`src/rtl/feistel_deciph_seq.sv`:
```
// Iterative 16-bit Feistel decryptor that runs one round per clock, driven by an IDLE/RUN/DONE FSM.
// Defining FEISTEL_DEC_BLKCNT_EN adds the blk_cnt output handshake counter.
module feistel_deciph_seq #(
    parameter int ROUNDS = 8
) (
    input  logic         clk,
    input  logic         rst,
    input  logic         in_valid,
    output logic         in_ready,
    input  logic [15:0]  ct,
    input  logic [127:0] key,
    output logic         out_valid,
    input  logic         out_ready,
    output logic [15:0]  pt,
`ifdef FEISTEL_DEC_BLKCNT_EN
    output logic [15:0]  blk_cnt,
`endif
    output logic         busy
);

    generate
        if (ROUNDS < 1 || ROUNDS > 8) begin : g_bad_rounds
            $error("feistel_deciph_seq: ROUNDS must be in 1..8");
        end
    endgenerate

    typedef enum logic [1:0] {IDLE, RUN, DONE} state_t;

    localparam logic [2:0] RND_LAST = 3'(ROUNDS - 1);

    state_t       state;
    logic [7:0]   l_q;
    logic [7:0]   r_q;
    logic [127:0] key_q;
    logic [2:0]   rnd;

    logic [6:0]   w_base;
    logic [15:0]  w_rnd;
    logic [7:0]   k_rnd;
    logic [7:0]   f_mix;
    logic [7:0]   f_out;

    // Round word W_i sits at bit offset (7-i)*16, so W_0 is the top 16 key bits.
    always_comb begin
        w_base = {3'd7 - rnd, 4'b0000};
        w_rnd  = key_q[w_base +: 16];
        k_rnd  = w_rnd[15:8] ^ w_rnd[7:0];
        f_mix  = l_q ^ k_rnd;
        f_out  = {f_mix[4:0], f_mix[7:5]} + k_rnd;
    end

    assign pt = {l_q, r_q};

    always_ff @(posedge clk or posedge rst) begin
        if (rst) begin
            state     <= IDLE;
            l_q       <= 8'h00;
            r_q       <= 8'h00;
            key_q     <= '0;
            rnd       <= 3'd0;
            in_ready  <= 1'b1;
            out_valid <= 1'b0;
            busy      <= 1'b0;
        end else begin
            case (state)
                IDLE: begin
                    if (in_valid) begin
                        l_q      <= ct[15:8];
                        r_q      <= ct[7:0];
                        key_q    <= key;
                        rnd      <= RND_LAST;
                        state    <= RUN;
                        in_ready <= 1'b0;
                        busy     <= 1'b1;
                    end
                end
                RUN: begin
                    r_q <= l_q;
                    l_q <= r_q ^ f_out;
                    if (rnd == 3'd0) begin
                        state     <= DONE;
                        busy      <= 1'b0;
                        out_valid <= 1'b1;
                    end else begin
                        rnd <= rnd - 3'd1;
                    end
                end
                DONE: begin
                    if (out_ready) begin
                        state     <= IDLE;
                        out_valid <= 1'b0;
                        in_ready  <= 1'b1;
                    end
                end
                default: begin
                    state     <= IDLE;
                    in_ready  <= 1'b1;
                    out_valid <= 1'b0;
                    busy      <= 1'b0;
                end
            endcase
        end
    end

`ifdef FEISTEL_DEC_BLKCNT_EN
    always_ff @(posedge clk or posedge rst) begin
        if (rst) begin
            blk_cnt <= 16'h0000;
        end else if (out_valid && out_ready) begin
            blk_cnt <= blk_cnt + 16'h0001;
        end
    end
`endif

endmodule
```
`config.mk`:
```
export PLATFORM = sky130hd
export DESIGN_NAME = feistel_deciph_seq
export DESIGN_NICKNAME = d
export VERILOG_FILES = /design/src/rtl/feistel_deciph_seq.sv
export SDC_FILE = /design/constraint.sdc
export NUM_CORES = 1
export LEC_CHECK = 0
export CAP_MARGIN = 0
export CORE_AREA = 2 2 130 132
export DETAILED_ROUTE_END_ITERATION = 12
export DIE_AREA = 0 0 132 134
export PLACE_DENSITY = 0.82
export RECOVER_POWER = 25
export SKIP_LAST_GASP = 1
export SYNTH_ARGS = -nofsm -noshare
export SYNTH_HDL_FRONTEND = slang
export SYNTH_SLANG_ARGS = --single-unit
```
`constraint.sdc`:
```
create_clock -name clk -period 5.61 [get_ports clk]
set_input_delay 1.683 -clock clk [delete_from_list [all_inputs] [get_ports clk]]
set_output_delay 1.683 -clock clk [all_outputs]
set_load 0.01 [all_outputs]
```
==> summary.txt, run 1 <==
Logic synthesis
  • Dominant synthesized flop cell: dfrtp_1
  • Synthesis-stage register bit count: 152
  • Post-Synth Adder-Cell Area: 0.0182
  • Mapped Cells: 510
  • Main area contributors after synthesis: dfrtp_1, mux2_1, mux4_2
  • Synthesized cell area: 0.00730 mm^2
  • Seq/Total Area, Yosys: 0.521
  • Xor/xnor share of the synthesized area: 0.0588
  • Post-synth top area share: 0.517
  • Syn Nets: 668
  • Number of enable flip-flop cells after synthesis: 0
  • Top-count cell post-synth: dfrtp_1
  • Share of synthesized area spent on multiplexers: 0.295
  • Syn Area/Cell: 14.3 um^2
  • Largest family of logic cells by synthesized area: multiplexers
  • Area leader, netlist: dfrtp_1
  • Yosys cell types: 44
  • Compound-Gate Fraction of Synth Area: 0.0461
  • Ys async rst share: 1.00
  • Top cells by count, synth: dfrtp_1, mux2_1, xnor2_1
  • Synth Area in Simple Gates: 0.0320
  • Yosys warns: 0

Timing
  • Worst-Margin Slew: 1890 ps
  • Slew Viols, Final: 67
  • Final Hold Viols: 0
  • Final setup fails: 0
  • Final Skew: 5.78 ps
  • Final hold slack: 483 ps
  • Tmin final: 4390 ps
  • Unrepaired setup endpoints after global routing: no
  • Final period util: 0.782
  • Relative slew margins: -0.265
  • Max Clock Freq: 228 MHz
  • Total Neg Setup Slack: 0 ps

Cells and area
  • Area growth syn-to-layout: 33.2%
  • Share of post-route cells with drive strength above 1: 0.103
  • Final Net Count: 831
  • Finished Cell Area: 0.00973 mm^2
  • Util after Layout: 0.597
  • Inserted Diodes: 0

Global route
  • First-pass GRT wire length: 27.3 mm
  • Largest net degree at the start of global routing: 113
  • Antenna violations before repair: 1
  • Vias in the first global route: 5180
  • Total Routing Usage GR: 0.201
  • Grt total ovfl: 0

Floorplanning
  • Initial Utilization: 0.448
  • DIE HEIGHT: 134 um
  • Die width: 132 um
  • I/O pin total: 167
  • Die area: 0.0177 mm^2
  • Number of core rows: 47
  • Core area: 0.0163 mm^2

Critical path
  • Worst EP required: 5950 ps
  • WP data arrival: 4720 ps
  • Critical path endpoint category: flip-flop
  • Setup Crit Path Kind: reg -> reg
  • Startpoint Class: flip-flop
  • Worst-path fanout max: 26

CTS
  • Num CTS Buffers: 17
  • Buffer depth of the longest clock path: 2
  • CTS Sinks: 152
  • Root Driver: clkbuf_16
  • Post-CTS Hold Buffers: 0
  • Clk slew on worst S/H paths: 60 ps
  • CTS tree: built
  • Worst-Skew Late Latency: 420 ps
  • CTS H-Tree Depth: 4
  • Resized cells post-CTS: 0
  • Setup Buffers After CTS: 0

Detailed routing
  • Wire per inst: 18.4 um
  • DRC errors left: 0
  • Antenna-violating nets left: 0
  • Vias/cell: 5.26
  • DR pass1 iterations: 4
  • 1st-iter DRT viols: 250
  • Detailed Route WL: 16.6 mm
  • Vias: 4741

Pwr
  • Sequential Power Share: 0.287
  • Comb power frac: 0.558
  • Clock power frac: 0.155
  • Sw Pwr: 2.84 mW
  • Leakage: 3.98 nW
  • Pint: 4.61 mW
  • Sw frac: 0.381
  • VDD IR max: 0.506 mV
  • Overall power: 7.46 mW
  • Power Dens Cells: 767 mW/mm^2

Job
  • Max-cap violation count: 2

Run status
  • Status: finished with violations
  • Violated checks: capacitance limit, slew limit

Placed design
  • GP Congestion: 0.872
  • HPWL after DPL: 12.3 mm
  • Port Buf Inserts: 166
  • Post-DP Area: 0.00915 mm^2

Min path
  • Worst min path class: reg -> reg
-- power by group through the flow --
stage               logic (mW)  clock network [mW]  registers [mW]
global route              4.61                1.23            2.22
detailed placement        4.09                   0            2.17
global placement          3.92                   0            2.12
CTS                       4.15                1.18            2.15
finish                    4.16                1.16            2.14
floorplan                 3.27                   0            1.97
-- flip-flops by register name (all words and copies together), names as in the netlist --
| register | cells |
|---|---|
| key_q | 128 |
| l_q | 8 |
| r_q | 8 |
| rnd | 3 |
| state | 2 |
| busy | 1 |
| in_ready | 1 |
| out_valid | 1 |
-- cells in the final DEF, fill, tap and decap left out, drive strengths merged, types with 4 or more instances in the layout --
cell type,count
xor2,16
clkbuf,19
nand2,24
clkdlybuf4s50,164
o21ai,6
mux2,128
a21oi,14
a22oi,8
nor2,19
buf,6
mux2i,5
nor2b,8
xnor2,33
bufinv,4
dfrtp,151
ha,9
inv,7
mux4,28
-- worst paths after layout --
check                      startpoint        end  cells past startpoint  slack (ps)
min in group asynchronous         rst  key_q[93]                      2        2200
max in group asynchronous         rst  key_q[67]                      3        2190
hold / removal              key_q[42]  key_q[42]                      1         480
hold reg to reg             key_q[42]  key_q[42]                      1         480
setup reg to reg               rnd[0]     l_q[6]                     11        1220
setup / recovery               rnd[0]     l_q[6]                     11        1220
-- area by class of cell --
cell class,instances,area (um^2)
repair buffers,172,1730
multi-input cells,322,3290
inverters,8,36.3
clock inverters,9,154
flip-flops and latches,152,3800
well taps,220,275
clock buffers,19,433
fillers,1248,6560
-- routing by layer --
| metal | routed length (um) | track usage | vias up |
|---|---|---|---|
| met1 | 6980 | 0.253 | 2395 |
| met4 | 374 | 0.0713 | 0 |
| li1 | - | - | 2156 |
| met3 | 1020 | 0.0639 | 30 |
| met5 | 0 | 0 | - |
| met2 | 8220 | 0.329 | 160 |
-- per-stage QoR --
step / std cells / setup slack [ps]
finish: 902 / 1220
global placement: 874 / 1850
CTS: 902 / 1740
detailed placement: 874 / 1730
global route: 902 / 729
floorplan: 510 / 2010
-- kinds of logic after synthesis --
group,count (synthesis)
compound gates,47
xor+xnor,49
fa+ha+maj,10
buf+inv,36
flops,152
mux,161
simple gates,55
-- worst max-delay path, stage by stage (launching register included) --
cell and delay, ps:
dfrtp_1 1460, inv_1 530, mux4_2 460, mux2i_4 190, xor2_1 200, ha_1 300
nor2b_1 170, o21ai_1 180, a21boi_1 90, o21a_1 180, or3_1 360, a31oi_1 170
Note: power is estimated with default switching activity, not from simulation.
==> run 2: changes to the inputs <==
clock period = 3.7 ns   (was 5.61 ns; I/O delays follow)
==> run 2 against run 1 <==
Effect of this change: critical endpoint unchanged; maximum frequency increased by 34%; utilization increased by 0.24 points; worst setup slack worse by 800 ps; the flow now finishes without violations; total power increased by 50%; highest routed layer unchanged; largest power group unchanged; wire length decreased by 3.3%.
==> summary.txt, run 2 (same netlist as run 1, synthesis figures left out) <==
Run status
  • Status: complete, no violations

Critical path
  • Slowest CP cell: mux4_2
  • Slowest stage delay, CP: 540 ps
  • Setup Crit Path Kind: reg -> reg
  • Cell Chain, Critical Path: buf_12, mux4_2, xor2_1, nor2_1, a21oi_2, xor2_1, ha_1, inv_1, fa_1, nor2b_1, o21ai_1, a21boi_1, o21a_1, o21ai_0, a31oi_1
  • Worst EP required: 4030 ps
  • Startpoint Class: flip-flop
  • Crit path buf inv count: 2
  • Reg-to-reg endpoint: l_q[6]
  • R2R Setup Slk: 420 ps
  • Crit-path most repeated cell: xor2_1
  • Worst-path fanout max: 26
  • WP data arrival: 3620 ps
  • Cell family with most CP delay: compound AO/OA/AOI/OAI gates
  • RR Startpoint: rnd[0]
  • Critical path endpoint category: flip-flop
  • FF-to-FF path depth: 15

Cells and area
  • Inserted Diodes: 0
  • Commonest non-fill, non-tap cell in the layout: clkdlybuf4s50_1
  • Final Net Count: 833
  • Area growth syn-to-layout: 33.8%
  • Finished Cell Area: 0.00977 mm^2
  • Layout Cells excl Fill: 908
  • Filler cells: 1265
  • Biggest regs: key_q (128), l_q (8), r_q (8)
  • Commonest cells after routing, fill and taps aside: clkdlybuf4s50_1, dfrtp_1, mux2_1, xnor2_1, mux4_2
  • Max reg flops: 128
  • Share of post-route cells with drive strength above 1: 0.109
  • Largest reg by FF count: key_q

Placed design
  • GP Congestion: 0.882
  • HPWL after DPL: 11.7 mm
  • Post-Place Cells: 876
  • Post-DP Area: 0.00919 mm^2
  • Port Buf Inserts: 166

Detailed routing
  • WL met2: 7.89 mm
  • Wire per inst: 17.7 um
  • Vias/cell: 5.16
  • 1st-iter DRT viols: 208
  • DRC errors left: 0
  • Met1 Wirelength: 7.00 mm
  • Detailed Route WL: 16.0 mm
  • Max layer used: met4
  • Antenna-violating nets left: 0
  • Vias: 4686
  • Met3 wire len: 910 um
  • DR pass1 iterations: 4

Timing
  • Final period util: 0.887
  • Unrepaired setup endpoints after global routing: no
  • Max Clock Freq: 305 MHz
  • Slew Viols, Final: 0
  • Tmin final: 3280 ps
  • Final setup fails: 0
  • Relative slew margins: 0.446
  • Final Skew: 17.1 ps
  • Final hold slack: 477 ps
  • Worst-Margin Slew: 831 ps
  • Final Hold Viols: 0
  • Total Neg Setup Slack: 0 ps

Pwr
  • Power Dens Cells: 1140 mW/mm^2
  • VDD IR max: 0.770 mV
  • Overall power: 11.2 mW
  • Leakage: 4.00 nW

Global route
  • Vias in the first global route: 5080
  • Grt total ovfl: 0
  • First-pass GRT wire length: 26.4 mm
  • Total Routing Usage GR: 0.193
  • Antenna violations before repair: 0
  • Largest net degree at the start of global routing: 153

Floorplanning
  • DIE HEIGHT: 134 um
  • Core area: 0.0163 mm^2
  • Initial Utilization: 0.448
  • Number of core rows: 47
  • Die width: 132 um
  • I/O pin total: 167
  • Die area: 0.0177 mm^2

CTS
  • Resized cells post-CTS: 0
  • Setup Buffers After CTS: 0
  • Buffer depth of the longest clock path: 2
  • Num CTS Buffers: 17
  • CTS H-Tree Depth: 4
  • CTS tree: built
  • CTS Sinks: 152
  • Clk slew on worst S/H paths: 60 ps
  • Worst-Skew Late Latency: 420 ps
  • Post-CTS Hold Buffers: 0
  • Root Driver: clkbuf_16

Min path
  • Worst Hold Depth: 1
  • Hold EP: key_q[66]
  • Hold Crit Start: key_q[66]
  • Worst min path class: reg -> reg

Job
  • Max-cap violation count: 0
run 2: cell types whose count changed in the layout (fill, tap and decap cells not counted), moves of 2 or more:
cell,delta
clkinv_4,+3
bufinv_16,-2
clkbuf_8,+2
clkbuf_1,+2
buf_12,+2
run 2: how the worst max path moves through the flow:
stage / startpoint / cells after the start / end / slack, ps
after floorplan: rst / 1 / busy / 670
after global placement: rnd[0] / 15 / l_q[6] / 470
after detailed placement: rnd[0] / 15 / l_q[6] / 400
after CTS: rnd[0] / 15 / l_q[6] / 360
after global routing: rnd[0] / 15 / l_q[6] / 180
final: rnd[0] / 15 / l_q[6] / 420
run 2: layout make-up:
type	count	area, um^2	area share
clock buffers	23	468	0.0479
multi-input cells	322	3290	0.337
flip-flops and latches	152	3810	0.390
clock inverters	9	116	0.0119
inverters	8	36.3	0.00371
well taps	220	275	0.0282
repair buffers	174	1770	0.181
run 2: stage by stage:
stage	util	setup slack, ps
global placement	0.564	472
CTS	0.600	364
finish	0.600	417
global route	0.600	177
floorplan	-	674
detailed placement	0.564	402
run 2: routing by layer:
metal	track usage	up-vias
met2	0.315	142
li1	-	2168
met3	0.0533	19
met5	0	-
met1	0.251	2357
met4	0.0622	0
run 2: report_power, final:
| group | internal [mW] | switching [mW] |
|---|---|---|
| Clock | 1.03 | 0.668 |
| Combinational | 3.35 | 2.98 |
| Sequential | 2.57 | 0.562 |
| Total | 6.95 | 4.20 |
==> run 3: changes to the inputs <==
==> constraint.sdc (replaced) <==
create_clock -name clk -period 3.7 [get_ports clk]
set_input_delay 0.37 -clock clk [delete_from_list [all_inputs] [get_ports clk]]
set_output_delay 0.37 -clock clk [all_outputs]
set_load 0.01 [all_outputs]
==> run 3 against run 2 <==
Effect of this change: the run now ends with capacitance limit, slew limit left; via count fell by 0.73%; first-iteration DRC count down 6.3%; non-clock buffer count unchanged; count of clock-buffer cells in the layout is 2 lower; final area fell by 0.27%; global-route usage is 0.29 points higher; worst setup slack worse by 20 ps; total power is 0.28% lower; combinational power is 0.6% lower; utilization decreased by 0.16 points; clock skew is 10 ps lower; critical path type unchanged; largest power group unchanged.
==> summary.txt, run 3 (same netlist as run 1, synthesis figures left out) <==
Cells and area
  • Largest reg by FF count: key_q
  • Max reg flops: 128
  • Area growth syn-to-layout: 33.4%
  • Commonest cells after routing, fill and taps aside: clkdlybuf4s50_1, dfrtp_1, mux2_1, xnor2_1, mux4_2
  • Share of post-route cells with drive strength above 1: 0.112
  • Inserted Diodes: 0
  • Commonest non-fill, non-tap cell in the layout: clkdlybuf4s50_1
  • Biggest regs: key_q (128), l_q (8), r_q (8)
  • Filler cells: 1259
  • Final Net Count: 833

Critical path
  • Crit-path most repeated cell: xor2_1
  • Setup Crit Path Kind: reg -> reg
  • WP data arrival: 3650 ps
  • Reg-to-reg endpoint: l_q[6]
  • FF-to-FF path depth: 15
  • Cell family with most CP delay: compound AO/OA/AOI/OAI gates
  • Startpoint Class: flip-flop
  • Slowest CP cell: mux4_2
  • Critical path endpoint category: flip-flop
  • Critical Path Start: rnd[0]
  • Slowest stage delay, CP: 550 ps
  • R2R Setup Slk: 400 ps
  • Crit path depth: 15
  • Crit path buf inv count: 2
  • Worst EP required: 4040 ps
  • RR Startpoint: rnd[0]
  • Worst-path fanout max: 26
  • Cell Chain, Critical Path: buf_12, mux4_2, xor2_1, nor2_1, a21oi_2, xor2_1, ha_1, inv_1, fa_1, nor2b_1, o21ai_1, a21boi_1, o21a_1, o21ai_0, a31oi_1

Placed design
  • Dpl ws: 390 ps
  • GP Congestion: 0.881
  • Port Buf Inserts: 166
  • HPWL after DPL: 11.8 mm

Min path
  • Worst Hold Depth: 1
  • Hold Crit Start: key_q[113]
  • Worst min path class: reg -> reg
  • Hold EP: key_q[113]

Global route
  • Antenna violations before repair: 0
  • Grt total ovfl: 0
  • Total Routing Usage GR: 0.196
  • Largest net degree at the start of global routing: 153
  • First-pass GRT wire length: 26.6 mm
  • Vias in the first global route: 5086

CTS
  • Post-CTS Hold Buffers: 0
  • Root Driver: clkbuf_16
  • Num CTS Buffers: 17
  • CTS Sinks: 152
  • Clk slew on worst S/H paths: 60 ps
  • Worst-Skew Late Latency: 420 ps
  • Setup Buffers After CTS: 0
  • CTS H-Tree Depth: 4
  • Buffer depth of the longest clock path: 2
  • Resized cells post-CTS: 0
  • CTS tree: built

Pwr
  • Power Dens Cells: 1140 mW/mm^2
  • Sw frac: 0.377
  • Comb power frac: 0.565
  • VDD IR max: 0.779 mV
  • Leakage: 3.99 nW
  • Pint: 6.93 mW
  • Clock power frac: 0.153
  • Sw Pwr: 4.19 mW
  • Overall power: 11.1 mW
  • Sequential Power Share: 0.282

Floorplanning
  • DIE HEIGHT: 134 um
  • Core area: 0.0163 mm^2
  • Die width: 132 um
  • Die area: 0.0177 mm^2
  • Number of core rows: 47
  • Initial Utilization: 0.448
  • I/O pin total: 167

Timing
  • Final worst setup slack: 397 ps
  • Tmin final: 3300 ps
  • Final setup fails: 0
  • Worst-Margin Slew: 2070 ps
  • Slew Viols, Final: 153
  • Final Skew: 7.10 ps
  • Total Neg Setup Slack: 0 ps
  • Relative slew margins: -0.381
  • Final Hold Viols: 0
  • Max Clock Freq: 303 MHz
  • Unrepaired setup endpoints after global routing: no
  • Final period util: 0.893

Run status
  • Violated checks: capacitance limit, slew limit
  • Status: finished with violations

Detailed routing
  • 1st-iter DRT viols: 195
  • Vias/cell: 5.13
  • Antenna-violating nets left: 0
  • Wire per inst: 17.9 um
  • Vias: 4652
  • DR pass1 iterations: 5
  • Detailed Route WL: 16.2 mm
  • DRC errors left: 0

Job
  • Max-cap violation count: 1
run 3: changes by cell type in the layout (fill, tap and decap cells not counted), moves of 2 or more:
| cell | delta |
|---|---|
| clkbuf_1 | -2 |
| clkinvlp_4 | +2 |
| buf_12 | -2 |
| clkinv_4 | -2 |
run 3: metal layers:
layer | track usage | part of all wire
met5 | 0 | 0
met4 | 0.0682 | 0.016
met3 | 0.0522 | 0.046
met2 | 0.320 | 0.49
met1 | 0.254 | 0.45
run 3: how the worst max path moves through the flow:
stage / endpoint / slack (ps)
6_report: l_q[6] / 400
3_3_place_gp: l_q[6] / 470
4_1_cts: l_q[6] / 350
3_5_place_dp: l_q[6] / 390
2_1_floorplan: l_q[6] / 680
5_1_grt: l_q[6] / 160
run 3: per-stage QoR:
stage               instances  hold WS [ps]  cell area [um^2]  utilization
floorplan                 510           449              7310            -
global placement          876           459              9170        0.563
detailed placement        876           470              9170        0.563
CTS                       907           484              9750        0.599
global route              907           493              9740        0.598
finish                    907           480              9740        0.598
run 3: layout make-up:
| type | instances | area, um^2 | share of cell area |
|---|---|---|---|
| multi-input cells | 322 | 3290 | 0.338 |
| repair buffers | 174 | 1750 | 0.179 |
| flip-flops and latches | 152 | 3810 | 0.391 |
| well taps | 220 | 275 | 0.0283 |
| clock buffers | 21 | 460 | 0.0473 |
| clock inverters | 10 | 120 | 0.0123 |
| inverters | 8 | 38.8 | 0.00398 |
run 3: power by group through the flow:
| stage | clock network (mW) | logic (mW) | registers [mW] |
|---|---|---|---|
| CTS | 1.74 | 6.36 | 3.14 |
| detailed placement | 0 | 6.27 | 3.17 |
| finish | 1.70 | 6.28 | 3.13 |
| global placement | 0 | 6.10 | 3.10 |
| global route | 1.82 | 7.01 | 3.25 |
| floorplan | 0 | 4.95 | 2.98 |
